--- src/rtl/mem2wb_pipe.sv ---
// MEM->WB pipeline register: LANES write-back records per bundle, valid/ready
// handshake with a two-entry skid buffer and same-cycle WAW lane qualification.
module mem2wb_pipe #(
  parameter int LANES      = 2,
  parameter int REG_ADDR_W = 5,
  parameter int DATA_W     = 64
) (
  input  logic                        clk_i,
  input  logic                        rst_i,
  input  logic                        flush_i,
  input  logic                        mem_valid_i,
  output logic                        mem_ready_o,
  input  logic [LANES*REG_ADDR_W-1:0] mem_wd_i,
  input  logic [LANES-1:0]            mem_wreg_i,
  input  logic [LANES*DATA_W-1:0]     mem_wdata_i,
  output logic                        wb_valid_o,
  input  logic                        wb_ready_i,
  output logic [LANES*REG_ADDR_W-1:0] wb_wd_o,
  output logic [LANES-1:0]            wb_wreg_o,
  output logic [LANES*DATA_W-1:0]     wb_wdata_o
);

  typedef enum logic [1:0] {S_EMPTY, S_ONE, S_FULL} state_t;

  state_t                        state_q, state_d;
  logic                          ready_q;
  logic [LANES*REG_ADDR_W-1:0]   main_wd, skid_wd;
  logic [LANES-1:0]              main_wreg, skid_wreg;
  logic [LANES*DATA_W-1:0]       main_wdata, skid_wdata;
  logic [LANES-1:0]              qual_wreg;
  logic                          accept, drain;
  logic                          load_main_in, load_main_skid, load_skid;

  // Drop writes to register 0; on address collision only the youngest lane keeps its write.
  always_comb begin
    qual_wreg = '0;
    for (int unsigned i = 0; i < LANES; i++) begin
      qual_wreg[i] = mem_wreg_i[i] && (mem_wd_i[i*REG_ADDR_W +: REG_ADDR_W] != '0);
      for (int unsigned j = i + 1; j < LANES; j++) begin
        if (mem_wreg_i[j] &&
            (mem_wd_i[j*REG_ADDR_W +: REG_ADDR_W] == mem_wd_i[i*REG_ADDR_W +: REG_ADDR_W]))
          qual_wreg[i] = 1'b0;
      end
    end
  end

  assign wb_valid_o  = (state_q != S_EMPTY);
  assign mem_ready_o = ready_q;
  assign accept      = mem_valid_i && ready_q;
  assign drain       = wb_valid_o && wb_ready_i;

  always_comb begin
    state_d        = state_q;
    load_main_in   = 1'b0;
    load_main_skid = 1'b0;
    load_skid      = 1'b0;
    unique case (state_q)
      S_EMPTY: if (accept) begin
        load_main_in = 1'b1;
        state_d      = S_ONE;
      end
      S_ONE: begin
        if (accept && drain) begin
          load_main_in = 1'b1;
        end else if (accept) begin
          load_skid = 1'b1;
          state_d   = S_FULL;
        end else if (drain) begin
          state_d = S_EMPTY;
        end
      end
      S_FULL: if (drain) begin
        load_main_skid = 1'b1;
        state_d        = S_ONE;
      end
      default: state_d = S_EMPTY;
    endcase
    if (flush_i) begin
      state_d        = S_EMPTY;
      load_main_in   = 1'b0;
      load_main_skid = 1'b0;
      load_skid      = 1'b0;
    end
  end

  // ready is registered from the next state so wb_ready_i never reaches mem_ready_o combinationally.
  always_ff @(posedge clk_i) begin
    if (!rst_i) begin
      state_q    <= S_EMPTY;
      ready_q    <= 1'b1;
      main_wd    <= '0;
      main_wreg  <= '0;
      main_wdata <= '0;
      skid_wd    <= '0;
      skid_wreg  <= '0;
      skid_wdata <= '0;
    end else begin
      state_q <= state_d;
      ready_q <= (state_d != S_FULL);
      if (load_main_in) begin
        main_wd    <= mem_wd_i;
        main_wreg  <= qual_wreg;
        main_wdata <= mem_wdata_i;
      end else if (load_main_skid) begin
        main_wd    <= skid_wd;
        main_wreg  <= skid_wreg;
        main_wdata <= skid_wdata;
      end
      if (load_skid) begin
        skid_wd    <= mem_wd_i;
        skid_wreg  <= qual_wreg;
        skid_wdata <= mem_wdata_i;
      end
    end
  end

  assign wb_wd_o    = main_wd;
  assign wb_wdata_o = main_wdata;
  assign wb_wreg_o  = main_wreg & {LANES{wb_valid_o}};

endmodule

--- config.mk ---
export PLATFORM = sky130hd
export DESIGN_NAME = mem2wb_pipe
export DESIGN_NICKNAME = d
export VERILOG_FILES = /design/src/rtl/mem2wb_pipe.sv
export SDC_FILE = /design/constraint.sdc
export NUM_CORES = 1
export LEC_CHECK = 0
export BUFFER_PORTS_ARGS = -buffer_cell sky130_fd_sc_hd__clkbuf_2
export CAP_MARGIN = 10
export CORE_MARGIN = 10
export CORE_UTILIZATION = 43
export DETAILED_ROUTE_END_ITERATION = 6
export PLACE_DENSITY = 0.66
export SYNTH_ARGS = -nofsm -noshare
export SYNTH_HDL_FRONTEND = slang
export SYNTH_SLANG_ARGS = --single-unit
--- constraint.sdc ---
create_clock -name clk_i -period 2.2 [get_ports clk_i]
set_input_delay 0.11 -clock clk_i [delete_from_list [all_inputs] [get_ports clk_i]]
set_output_delay 0.11 -clock clk_i [all_outputs]
set_load 0.05 [all_outputs]
==> results.txt, run 1 <==
----------------------------------------------------
[Worst setup path]
  R2R Path Start ... state_q[1]
  Required @ worst endpoint ... 2.70 ns
  Reg-to-reg setup timing slack ... 0.19 ns
  R2r worst-path depth ... 6
  Top delay family on crit path ... buffers and inverters
  Critical R2R Capture ... skid_wdata[127]
  Setup Crit Path Kind ... register to register
  Biggest fanout along the worst timing path ... 28
  Number of buffers and inverters on the critical path ... 2
  Critical Path Max Stage Delay ... 0.57 ns
  Setup crit start ... state_q[1]
  Worst path cell trace ... and3b_2 > and3b_4 > buf_16 > nand2_1 > a21boi_0 > dlygate4sd3_1
  Slowest stage cell, crit path ... sky130_fd_sc_hd__dlygate4sd3_1
  Kind of start point of the critical path ... register
  CP Capture Type ... register
  Data arrival time of the worst path ... approximately 2.5 ns

[Layout]
  Leading cell type in the layout, fill and taps excluded ... sky130_fd_sc_hd__nand2_1
  Area overhead of the layout relative to synthesis ... 33.6%
  Final core utilization ... 0.579
  Register area ... between 5000 and 6000 um2
  Commonest non-fill, non-tap cells in the layout ... sky130_fd_sc_hd__nand2_1, sky130_fd_sc_hd__clkbuf_2, sky130_fd_sc_hd__dfxtp_1
  Number of nets at the end of the flow ... between 1500 and 2000
  Fillers ... between 2000 and 2500
  Area of the multi-input gates ... 5680 um2
  Fraction of layout instances using a drive strength above 1 ... 0.219

[Clocking]
  Clock latency on the worst-skew pair ... about 0.55 ns
  Total clock buffers created by CTS ... 31
  Post-CTS clock slew at the launch and capture registers of the worst setup and hold paths ... ~0.060 ns
  CTS H-tree lvls ... 1
  Clock tree from TritonCTS ... done
  TritonCTS sink count ... between 200 and 300
  Clock root buffer master ... sky130_fd_sc_hd__clkbuf_16
  Maximum clock insertion buffer count ... 3

[Yosys]
  Syn Area/Cell ... ~9.5 um2
  Fraction of registers with async set or reset after synthesis ... 0
  Number of flops mapped to enable cells by yosys ... 0
  Sequential fraction of the synthesis area ... 0.473
  Post-synth top flop ... sky130_fd_sc_hd__dfxtp_1
  Number of flip-flops and latches in the synthesized netlist ... 283
  Number of warning messages in the yosys log ... 0
  Post-synth design cell area ... 12000 um2
  Net count after synthesis ... about 1400
  Number of instances in the synthesized netlist ... roughly 1300
  Synth unique cells ... 32

[STA]
  F_max ... 0.497 GHz
  Number of setup violations in the final report ... 0
  Relative slew slack ... 0.467
  Setup TNS ... 0 ns
  Unrepaired setup endpoints after global routing ... false
  Final min period ... ~2.0 ns
  Worst hold slack ... 0.0424 ns
  Final Max Tran Viols ... 0
  Clock skew after layout ... 0.0126 ns
  Endpoints failing hold ... 0
  Final period utilization ... 0.914
  Slew at the pin closest to its max-slew limit ... roughly 0.8 ns

[Hold path]
  Worst hold path depth ... 4
  Hold Crit Start ... mem_valid_i
  Classification of the worst-slack hold path ... primary input to register
  Hold EP ... main_wreg[0]

[Placed design]
  Routability-driven placement congestion ratio ... 0.739
  Half-perimeter wire length of the detailed placement result ... between 15000 and 20000 um
  Port Buffer Count ... between 200 and 300

[Routing]
  Post-DR wirelength/cell ... roughly 16 um
  DR pass1 iterations ... 6
  Total Routed Length ... between 30000 and 40000 um
  Via Count ... 10200
  DRC ... 0
  Post-DRT Antenna Nets ... 0
  Vias per inst ... between 4 and 5
  Detailed router's first-iteration violation count ... around 650

[Floorplan]
  Cell row count ... between 60 and 70
  Die Span Y ... around 190 um
  Initial core utilization ... 0.433
  Area of the die ... between 30000 and 40000 um2
  Boundary Pins ... between 200 and 300
  Die span in x ... ~190 um
  Area of the core region ... around 28000 um2

[Global route]
  Global Route Usage Sum ... 0.174
  Number of global-route vias before repair ... approximately 10000
  Global-route wire length before repair ... around 52000 um
  Global-route congestion overflow total ... 0
  Antenna violations before repair ... 1
  Maximum number of pins on one net before global-route repair ... between 150 and 200

[Run]
  Number of maximum-capacitance constraint violations ... 0

[Pwr]
  Power Density ... 764 nW/um2
  Peak supply drop ... ~0.65 mV
  Leak Pwr ... about 0.0076 uW

[Run status]
  Status ... finished, final reports clean

----------------------------------------------------
layer usage:
layer / global-route usage / vias up / part of all wire / wire length (um)
met2: 0.297 / 269 / 0.47 / 15300
met5: 0 / - / 0 / 0
met4: 0.0437 / 0 / 0.020 / 639
met3: 0.0440 / 43 / 0.064 / 2070
li1: - / 5091 / - / -
met1: 0.215 / 4769 / 0.45 / 14500
cell families (layout without fill, tap and decap cells):
group | after synthesis | in the layout | share of synthesized area
AND/OR/NAND/NOR | 440 | 440 | 0.144
AO/OA/AOI/OAI | 285 | 285 | 0.207
flip-flops | 283 | 283 | 0.473
multiplexers | 141 | 141 | 0.118
buffers and inverters | 110 | 509 | 0.0543
XOR/XNOR | 5 | 5 | 0.00366
other | 0 | 2 | 0
where the power goes:
group	internal, uW	total (uW)	leakage, uW	switching (uW)
logic	679	1880	0.00479	1200
registers	5330	5460	0.00231	123
clock network	2810	4890	0.000496	2080
synthesized netlist by cell type (all sizes together), types with 2 or more instances:
cell type | number | area share
and2 | 3 | 0.0016
nand2 | 419 | 0.13
or4 | 3 | 0.0019
a21boi | 138 | 0.087
and3b | 2 | 0.0015
o211a | 138 | 0.12
a21oi | 2 | 0.00084
o21a | 2 | 0.0013
mux2i | 141 | 0.12
dfxtp | 283 | 0.47
buf | 60 | 0.039
clkbuf | 49 | 0.015
nand2b | 2 | 0.0010
nor2 | 2 | 0.00063
o21ai | 2 | 0.00084
xnor2 | 5 | 0.0037
worst min-delay path, delay by kind of cell:
kind                   cells  cell delay [ns]
AND/OR/NAND/NOR            2             0.23
AO/OA/AOI/OAI              1             0.12
buffers and inverters      1             0.10
state kept, by name (all words and copies together) (netlist names):
register,flops
skid_wd,10
wb_wd_o,10
state_q,2
mem_ready_o,1
main_wreg,2
wb_wdata_o,128
skid_wreg,2
skid_wdata,128
metrics by stage:
step	setup slack (ns)	total power (uW)	cells	instance area [um2]
after detailed placement	0.385	7240	1834	13500
after CTS	0.0748	12400	2038	15900
after floorplan	0.263	6760	1264	12000
final	0.189	12200	2043	16000
after global placement	0.420	7220	1834	13500
after global routing	0.0646	12700	2042	16000
final cells by class:
cell class | instances | area share
Sequential cell | 283 | 0.354
Timing Repair Buffer | 452 | 0.200
Clock inverter | 15 | 0.00540
Tap cell | 378 | 0.0296
Antenna cell | 2 | 0.000313
Multi-Input combinational cell | 871 | 0.355
Inverter | 1 | 0.000235
Clock buffer | 41 | 0.0552
how the worst max path moves through the flow:
stage / end / slack, ns / cells past startpoint
final: skid_wdata[127] / 0.19 / 6
after global placement: wb_wdata_o[52] / 0.42 / 4
after floorplan: wb_wd_o[0] / 0.26 / 6
after CTS: skid_wreg[0] / 0.07 / 6
after detailed placement: wb_wdata_o[113] / 0.38 / 5
after global routing: skid_wdata[122] / 0.06 / 6
timing repair:
action,4_1_cts,5_1_grt
endpoints found under the hold margin,283,0
hold buffers,148,0
setup buffers,0,2
setup endpoints to repair,0,5
resized for setup,0,2
No activity file was read; power rests on OpenSTA's default activity.
==> run 2, diff against run 1 <==
CORE_ASPECT_RATIO = 1.5   (was not set)
==> run 2 against run 1 <==
  * Clock power fell by 5.1%
  * Routed wire length rose by 0.82%
  * Critical path depth fell by 2
  * Sequential power barely moved
  * Final cell count fell by 2.4%
  * Setup slack improved by 0.055 ns
  * Via count barely moved
  * Sequential share of layout area rose by 0.43 points
  * Die area rose by 0.40%
  * Combinational power barely moved
  * Count of clock-buffer cells in the layout rose by 3
  * First-iteration DRC count fell by 39%
  * Largest power group unchanged
  * Highest routed layer unchanged
==> results.txt, run 2 (synthesis results as in run 1) <==
----------------------------------------------------
[Worst setup path]
  Reg-to-reg setup timing slack ... 0.24 ns (was 0.19 ns)
  Setup Crit Path Kind ... register to register (unchanged)
  Required @ worst endpoint ... 2.63 ns (was 2.70 ns)
  R2R Path Start ... state_q[0] (was state_q[1])
  R2r worst-path depth ... 4 (was 6)
  Kind of start point of the critical path ... register (unchanged)
  Biggest fanout along the worst timing path ... 134 (was 28)
  CP Capture Type ... register (unchanged)
  Critical R2R Capture ... wb_wdata_o[63] (was skid_wdata[127])
  Data arrival time of the worst path ... 2.39 ns (was 2.51 ns)

[Clocking]
  Clock latency on the worst-skew pair ... 0.55 ns (about the same)
  Clock tree from TritonCTS ... done (unchanged)
  Total clock buffers created by CTS ... 28 (was 31)
  CTS H-tree lvls ... 1 (unchanged)
  Post-CTS clock slew at the launch and capture registers of the worst setup and hold paths ... 0.06 ns (about the same)
  Clock root buffer master ... sky130_fd_sc_hd__clkbuf_16 (unchanged)
  TritonCTS sink count ... 283 (unchanged)
  Count of instances resized after the clock tree is built ... 0 (unchanged)
  Maximum clock insertion buffer count ... 3 (unchanged)

[Floorplan]
  Area of the die ... 35100 um2 (was 34900 um2)
  Area of the core region ... 27300 um2 (was 27600 um2)
  Die span in x ... 156 um (was 187 um)
  Boundary Pins ... 287 (unchanged)
  Initial core utilization ... 0.438 (was 0.433)
  Cell row count ... 74 (was 61)
  Die Span Y ... 224 um (was 187 um)

[STA]
  Endpoints failing hold ... 0 (unchanged)
  Final min period ... 1.96 ns (was 2.01 ns)
  Relative slew slack ... 0.584 (was 0.467)
  Unrepaired setup endpoints after global routing ... false (unchanged)
  Slew at the pin closest to its max-slew limit ... 0.618 ns (was 0.799 ns)
  Final period utilization ... 0.889 (was 0.914)
  Setup TNS ... 0 ns (unchanged)
  F_max ... 0.511 GHz (was 0.497 GHz)
  Final Max Tran Viols ... 0 (unchanged)
  Clock skew after layout ... 0.00987 ns (was 0.0126 ns)
  Worst hold slack ... 0.0348 ns (was 0.0424 ns)
  Number of setup violations in the final report ... 0 (unchanged)

[Placed design]
  Half-perimeter wire length of the detailed placement result ... 20500 um (was 19800 um)
  Routability-driven placement congestion ratio ... 0.749 (was 0.739)
  Port Buffer Count ... 286 (unchanged)

[Routing]
  Total Routed Length ... 32800 um (was 32600 um)
  Detailed router's first-iteration violation count ... 393 (was 645)
  DR pass1 iterations ... 6 (unchanged)
  Via Count ... 10200 (about the same)
  Post-DRT Antenna Nets ... 0 (unchanged)
  Vias per inst ... 5.11 (was 4.98)
  Post-DR wirelength/cell ... 16.5 um (was 15.9 um)
  DRC ... 0 (unchanged)

[Hold path]
  Classification of the worst-slack hold path ... primary input to register (unchanged)
  Hold Crit Start ... mem_valid_i (unchanged)
  Worst hold path depth ... 4 (unchanged)
  Hold EP ... main_wreg[0] (unchanged)

[Global route]
  Global-route wire length before repair ... 52700 um (was 52200 um)
  Antenna violations before repair ... 0 (was 1)
  Number of global-route vias before repair ... 10100 (was 10200)
  Global Route Usage Sum ... 0.179 (was 0.174)
  Maximum number of pins on one net before global-route repair ... 135 (was 175)
  Global-route congestion overflow total ... 0 (unchanged)

[Pwr]
  Peak supply drop ... 0.898 mV (was 0.648 mV)
  Leak Pwr ... 0.00750 uW (was 0.00759 uW)
  Power Density ... 758 nW/um2 (was 764 nW/um2)

[Layout]
  Number of nets at the end of the flow ... 1776 (was 1785)
  Commonest non-fill, non-tap cells in the layout ... sky130_fd_sc_hd__nand2_1, sky130_fd_sc_hd__clkbuf_2, sky130_fd_sc_hd__dfxtp_1 (unchanged)
  Fraction of layout instances using a drive strength above 1 ... 0.214 (was 0.219)
  Area overhead of the layout relative to synthesis ... 32.0% (was 33.6%)
  Leading cell type in the layout, fill and taps excluded ... sky130_fd_sc_hd__nand2_1 (unchanged)
  Antenna diode instance count ... 0 (was 2)

[Run]
  Number of maximum-capacitance constraint violations ... 0 (unchanged)

[Run status]
  Status ... finished, final reports clean (unchanged)

----------------------------------------------------
[run 2: how the worst max path moves through the flow]
stage	slack (ns)	end	startpoint
after floorplan	0.26	wb_wd_o[0]	mem_ready_o
after global placement	0.37	wb_wdata_o[43]	state_q[0]
after detailed placement	0.33	wb_wdata_o[55]	state_q[0]
after CTS	0.30	wb_wdata_o[41]	state_q[0]
after global routing	0.16	wb_wdata_o[41]	state_q[0]
final	0.24	wb_wdata_o[63]	state_q[0]
[run 2: what timing repair did]
action / CTS / global route
endpoints found under the setup margin: 0 / 0
hold buffers: 142 / 0
buffers inserted: 0 / 0
hold endpoints to repair: 281 / 0
[run 2: through the flow]
| stage | area, um2 | utilization | power, uW | worst slack (ns) | std cells |
|---|---|---|---|---|---|
| after CTS | 15800 | 0.579 | 12100 | 0.298 | 1993 |
| final | 15800 | 0.579 | 12000 | 0.244 | 1993 |
| after detailed placement | 13500 | 0.494 | 7260 | 0.327 | 1801 |
| after global placement | 13500 | 0.494 | 7230 | 0.368 | 1801 |
| after floorplan | 12000 | - | 6760 | 0.263 | 1264 |
| after global routing | 15800 | 0.579 | 12400 | 0.158 | 1993 |
[run 2: per-layer routing]
| layer | global-route usage | wire length [um] |
|---|---|---|
| met2 | 0.313 | 16300 |
| met4 | 0.0773 | 1200 |
| met3 | 0.0388 | 1900 |
| met5 | 0 | 0 |
| met1 | 0.206 | 13500 |
[run 2: critical path, stage by stage (launching register included)]
cell and delay (ns):
sky130_fd_sc_hd__dfxtp_1 0.35, sky130_fd_sc_hd__nor2b_4 0.16, sky130_fd_sc_hd__or4_4 0.62, sky130_fd_sc_hd__buf_12 0.27
sky130_fd_sc_hd__o211a_1 0.31
[run 2: final cells by class]
cell class | count | area (um2)
Sequential cell | 283 | 5670
Fill cell | 2397 | 11500
Clock inverter | 6 | 30.0
Clock buffer | 44 | 872
Timing Repair Buffer | 446 | 3130
Multi-Input combinational cell | 871 | 5680
Tap cell | 342 | 428
Inverter | 1 | 3.75
[run 2: power breakdown]
part,internal (uW),switching (uW),total (uW),leakage [uW]
combinational,680,1210,1890,0.00474
clock,2700,1940,4640,0.000453
sequential,5330,125,5460,0.00231
==> run 3, diff against run 2 <==
ABC_AREA = 1   (was not set)
PLACE_DENSITY = 0.67   (was 0.66)
==> run 3 against run 2 <==
  * Largest power group unchanged
  * First-iteration DRC count up 66%
  * Sequential share of layout area up 0.45 points
  * Count of clock-buffer cells in the layout up 1
  * Sequential power up 1%
  * Utilization up 1.1 points
  * Final cell count up 23%
  * Critical endpoint is now wb_wreg_o[1]
  * Via count up 19%
  * Critical path depth up 1
  * Register-to-register slack better by 0.16 ns
  * Global-route usage up 2.0 points
  * Power up 2.5%
  * Synthesized cell count up 37%
==> results.txt, run 3 <==
----------------------------------------------------
[Run status]
  Status ... finished, final reports clean (unchanged)

[Clocking]
  Count of instances resized after the clock tree is built ... 0 (unchanged)
  Maximum clock insertion buffer count ... 3 (unchanged)
  Total clock buffers created by CTS ... 28 (unchanged)
  Post-CTS Setup Inserts ... 0 (unchanged)
  Clock tree from TritonCTS ... done (unchanged)
  TritonCTS sink count ... 283 (unchanged)
  Post-CTS clock slew at the launch and capture registers of the worst setup and hold paths ... 0.06 ns (about the same)
  Clock root buffer master ... sky130_fd_sc_hd__clkbuf_16 (unchanged)
  Clock latency on the worst-skew pair ... 0.53 ns (was 0.55 ns)
  CTS H-tree lvls ... 1 (unchanged)

[Layout]
  Final core utilization ... 0.590 (was 0.579)
  Number of nets at the end of the flow ... 2231 (was 1776)
  Fraction of layout instances using a drive strength above 1 ... 0.168 (was 0.214)
  Area overhead of the layout relative to synthesis ... 35.0% (was 32.0%)
  Leading cell type in the layout, fill and taps excluded ... sky130_fd_sc_hd__nor2_1 (was sky130_fd_sc_hd__nand2_1)
  Fillers ... 2451 (was 2397)
  Commonest non-fill, non-tap cells in the layout ... sky130_fd_sc_hd__nor2_1, sky130_fd_sc_hd__nand2_1, sky130_fd_sc_hd__clkbuf_2 (was sky130_fd_sc_hd__nand2_1, sky130_fd_sc_hd__clkbuf_2, sky130_fd_sc_hd__dfxtp_1)
  Area of the multi-input gates ... 5300 um2 (was 5680 um2)
  Fin cells ... 2443 (was 1993)
  Post-route cell area ... 15600 um2 (was 15800 um2)
  Register area ... 5670 um2 (unchanged)

[Routing]
  Total Routed Length ... 35600 um (was 32800 um)
  Met1 Wirelength ... 14500 um (was 13500 um)
  Post-DR wirelength/cell ... 14.6 um (was 16.5 um)
  Via Count ... 12100 (was 10200)
  Wire length on met2 ... 17600 um (was 16300 um)
  Met3 wire length ... 2460 um (was 1900 um)
  Vias per inst ... 4.94 (was 5.11)
  Post-DRT Antenna Nets ... 0 (unchanged)
  DRC ... 0 (unchanged)
  DR pass1 iterations ... 5 (was 6)
  Detailed router's first-iteration violation count ... 652 (was 393)
  Top metal layer carrying routed signals ... met4 (unchanged)

[Floorplan]
  Area of the die ... 34000 um2 (was 35100 um2)
  Die span in x ... 154 um (was 156 um)
  Cell row count ... 73 (was 74)
  Area of the core region ... 26500 um2 (was 27300 um2)
  Initial core utilization ... 0.437 (was 0.438)
  Boundary Pins ... 287 (unchanged)
  Die Span Y ... 221 um (was 224 um)

[Yosys]
  Area fraction in compound gates after synthesis ... 0.0675 (was 0.207)
  Post-synthesis adder-cell area fraction ... 0 (unchanged)
  Synth unique cells ... 19 (was 32)
  Leading post-synthesis cells by cell area ... sky130_fd_sc_hd__dfxtp_1, sky130_fd_sc_hd__nor2_1, sky130_fd_sc_hd__nand2_1, sky130_fd_sc_hd__nand3_1, sky130_fd_sc_hd__o21ai_0 (was sky130_fd_sc_hd__dfxtp_1, sky130_fd_sc_hd__nand2_1, sky130_fd_sc_hd__mux2i_1, sky130_fd_sc_hd__o211a_1, sky130_fd_sc_hd__a21boi_0)
  Xor and xnor fraction of the mapped netlist area ... 0 (was 0.00366)
  Dominant combinational cell family by area after synthesis ... simple AND/OR/NAND/NOR gates (was compound AO/OA/AOI/OAI gates)
  Number of warning messages in the yosys log ... 0 (unchanged)
  Number of flip-flops and latches in the synthesized netlist ... 283 (unchanged)
  Syn Area/Cell ... 6.70 um2 (was 9.47 um2)
  Net count after synthesis ... 1871 (was 1409)
  Number of instances in the synthesized netlist ... 1726 (was 1264)
  Post-synth top flop ... sky130_fd_sc_hd__dfxtp_1 (unchanged)
  Fraction of registers with async set or reset after synthesis ... 0 (unchanged)
  Dominant cell by count in the synthesized netlist ... sky130_fd_sc_hd__nor2_1 (was sky130_fd_sc_hd__nand2_1)
  Most instantiated cells after synthesis ... sky130_fd_sc_hd__nor2_1, sky130_fd_sc_hd__nand2_1, sky130_fd_sc_hd__dfxtp_1, sky130_fd_sc_hd__nand3_1, sky130_fd_sc_hd__o21ai_0 (was sky130_fd_sc_hd__nand2_1, sky130_fd_sc_hd__dfxtp_1, sky130_fd_sc_hd__mux2i_1, sky130_fd_sc_hd__a21boi_0, sky130_fd_sc_hd__o211a_1)
  Share of the synthesized area in the top cell type ... 0.490 (was 0.473)
  Cell type with the largest total area after synthesis ... sky130_fd_sc_hd__dfxtp_1 (unchanged)
  Fraction of the mapped netlist area in simple logic gates ... 0.388 (was 0.144)
  Post-synth design cell area ... 11600 um2 (was 12000 um2)
  Number of flops mapped to enable cells by yosys ... 0 (unchanged)
  Sequential fraction of the synthesis area ... 0.490 (was 0.473)
  Mux share of post-synthesis cell area ... 0 (was 0.118)

[Placed design]
  Worst setup timing slack at the placement stage ... 0.389 ns (was 0.327 ns)
  Number of cells in the design after placement ... 2250 (was 1801)
  Routability-driven placement congestion ratio ... 0.836 (was 0.749)
  Port Buffer Count ... 286 (unchanged)
  DP Area ... 13300 um2 (was 13500 um2)
  Half-perimeter wire length of the detailed placement result ... 21900 um (was 20500 um)

[STA]
  Slew at the pin closest to its max-slew limit ... 0.730 ns (was 0.618 ns)
  Number of setup violations in the final report ... 0 (unchanged)
  Final period utilization ... 0.838 (was 0.889)
  Final Max Tran Viols ... 0 (unchanged)
  Endpoints failing hold ... 0 (unchanged)
  Setup TNS ... 0 ns (unchanged)
  Unrepaired setup endpoints after global routing ... false (unchanged)
  Relative slew slack ... 0.514 (was 0.584)
  F_max ... 0.542 GHz (was 0.511 GHz)
  Final min period ... 1.84 ns (was 1.96 ns)
  Clock skew after layout ... 0.0130 ns (was 0.00987 ns)
  Setup WS post-layout ... 0.357 ns (was 0.244 ns)

[Worst setup path]
  Setup Crit Path Kind ... register to output pin (was register to register)
  CP Capture Type ... output pin (was register)
  Data arrival time of the worst path ... 1.73 ns (was 2.39 ns)
  R2r worst-path depth ... 7 (was 4)
  Kind of start point of the critical path ... register (unchanged)
  Reg-to-reg setup timing slack ... 0.40 ns (was 0.24 ns)
  Critical R2R Capture ... wb_wdata_o[34] (was wb_wdata_o[63])
  Biggest fanout along the worst timing path ... 5 (was 134)
  Required @ worst endpoint ... 2.09 ns (was 2.63 ns)
  R2R Path Start ... state_q[0] (unchanged)

[Global route]
  Global Route Usage Sum ... 0.199 (was 0.179)
  Maximum number of pins on one net before global-route repair ... 139 (was 135)
  Global-route wire length before repair ... 59000 um (was 52700 um)
  Global-route congestion overflow total ... 0 (unchanged)
  Antenna violations before repair ... 1 (was 0)
  Number of global-route vias before repair ... 11900 (was 10100)

[Pwr]
  Leak Pwr ... 0.00729 uW (was 0.00750 uW)
  Peak supply drop ... 0.746 mV (was 0.898 mV)
  Power Density ... 787 nW/um2 (was 758 nW/um2)

[Hold path]
  Hold EP ... state_q[0] (was main_wreg[0])
  Worst hold path depth ... 6 (was 4)
  Classification of the worst-slack hold path ... primary input to register (unchanged)
  Hold Crit Start ... mem_valid_i (unchanged)

[Run]
  Number of maximum-capacitance constraint violations ... 0 (unchanged)

----------------------------------------------------
==> run 3: cell count changes after synthesis, moves of 26 or more <==
| cell | previous run | this run |
|---|---|---|
| sky130_fd_sc_hd__a21boi_0 | 138 | 0 |
| sky130_fd_sc_hd__buf_2 | 31 | 66 |
| sky130_fd_sc_hd__buf_6 | 26 | 0 |
| sky130_fd_sc_hd__mux2i_1 | 141 | 0 |
| sky130_fd_sc_hd__nand2_1 | 419 | 447 |
| sky130_fd_sc_hd__nand3_1 | 1 | 142 |
| sky130_fd_sc_hd__nor2_1 | 2 | 546 |
| sky130_fd_sc_hd__o211a_1 | 138 | 0 |
| sky130_fd_sc_hd__o21ai_0 | 2 | 142 |
==> run 3: worst max-delay path by stage <==
stage                     slack, ns               to  depth (start not counted)        start
after floorplan                0.41  skid_wdata[100]                          7  mem_ready_o
after global placement         0.44       wb_wd_o[9]                          7   state_q[0]
after detailed placement       0.39   wb_wdata_o[74]                          7   state_q[0]
after CTS                      0.35     wb_wreg_o[1]                          5   state_q[0]
after global routing           0.24   wb_wdata_o[72]                          7   state_q[0]
final                          0.36     wb_wreg_o[1]                          5   state_q[0]
==> run 3: cell families after synthesis <==
kind of cell,Yosys count
AO/OA/AOI/OAI,156
buffers and inverters,146
flip-flops,283
AND/OR/NAND/NOR,1141
==> run 3: critical path: stages, from the launching register on <==
cell	delay (ns)
sky130_fd_sc_hd__dfxtp_1	0.43
sky130_fd_sc_hd__inv_1	0.08
sky130_fd_sc_hd__nand2_1	0.14
sky130_fd_sc_hd__inv_1	0.07
sky130_fd_sc_hd__nor2_1	0.17
sky130_fd_sc_hd__clkbuf_2	0.31
==> run 3: what timing repair did <==
item                                   CTS  global route
hold buffers                           143             0
endpoints found under the hold margin  283             0
setup endpoints to repair                0             0
==> run 3: power by group <==
part           switching, uW  internal (uW)  leakage (uW)  total (uW)
Sequential               144           5380       0.00231        5520
Clock                   1960           2700      0.000435        4670
Combinational           1400            702       0.00454        2100
Total                   3500           8780       0.00729       12300
==> run 3: through the flow <==
step / hold WS (ns) / power (uW)
5_1_grt: 0.113 / 12800
3_5_place_dp: 0.352 / 7530
3_3_place_gp: 0.345 / 7500
2_1_floorplan: 0.245 / 6940
6_report: 0.0703 / 12300
4_1_cts: 0.0383 / 12400
==> run 3: cell type report <==
class / instances / share of cell area
Antenna cell: 1 / 0.000160
Clock buffer: 45 / 0.0535
Clock inverter: 4 / 0.00361
Inverter: 25 / 0.00617
Multi-Input combinational cell: 1297 / 0.340
Sequential cell: 283 / 0.363
Tap cell: 337 / 0.0270
Timing Repair Buffer: 451 / 0.207
==> run 3: per-layer routing <==
| metal | vias up | global-route usage |
|---|---|---|
| li1 | 6112 | - |
| met1 | 5493 | 0.228 |
| met2 | 380 | 0.353 |
| met3 | 73 | 0.0487 |
| met4 | 0 | 0.0670 |
| met5 | - | 0 |
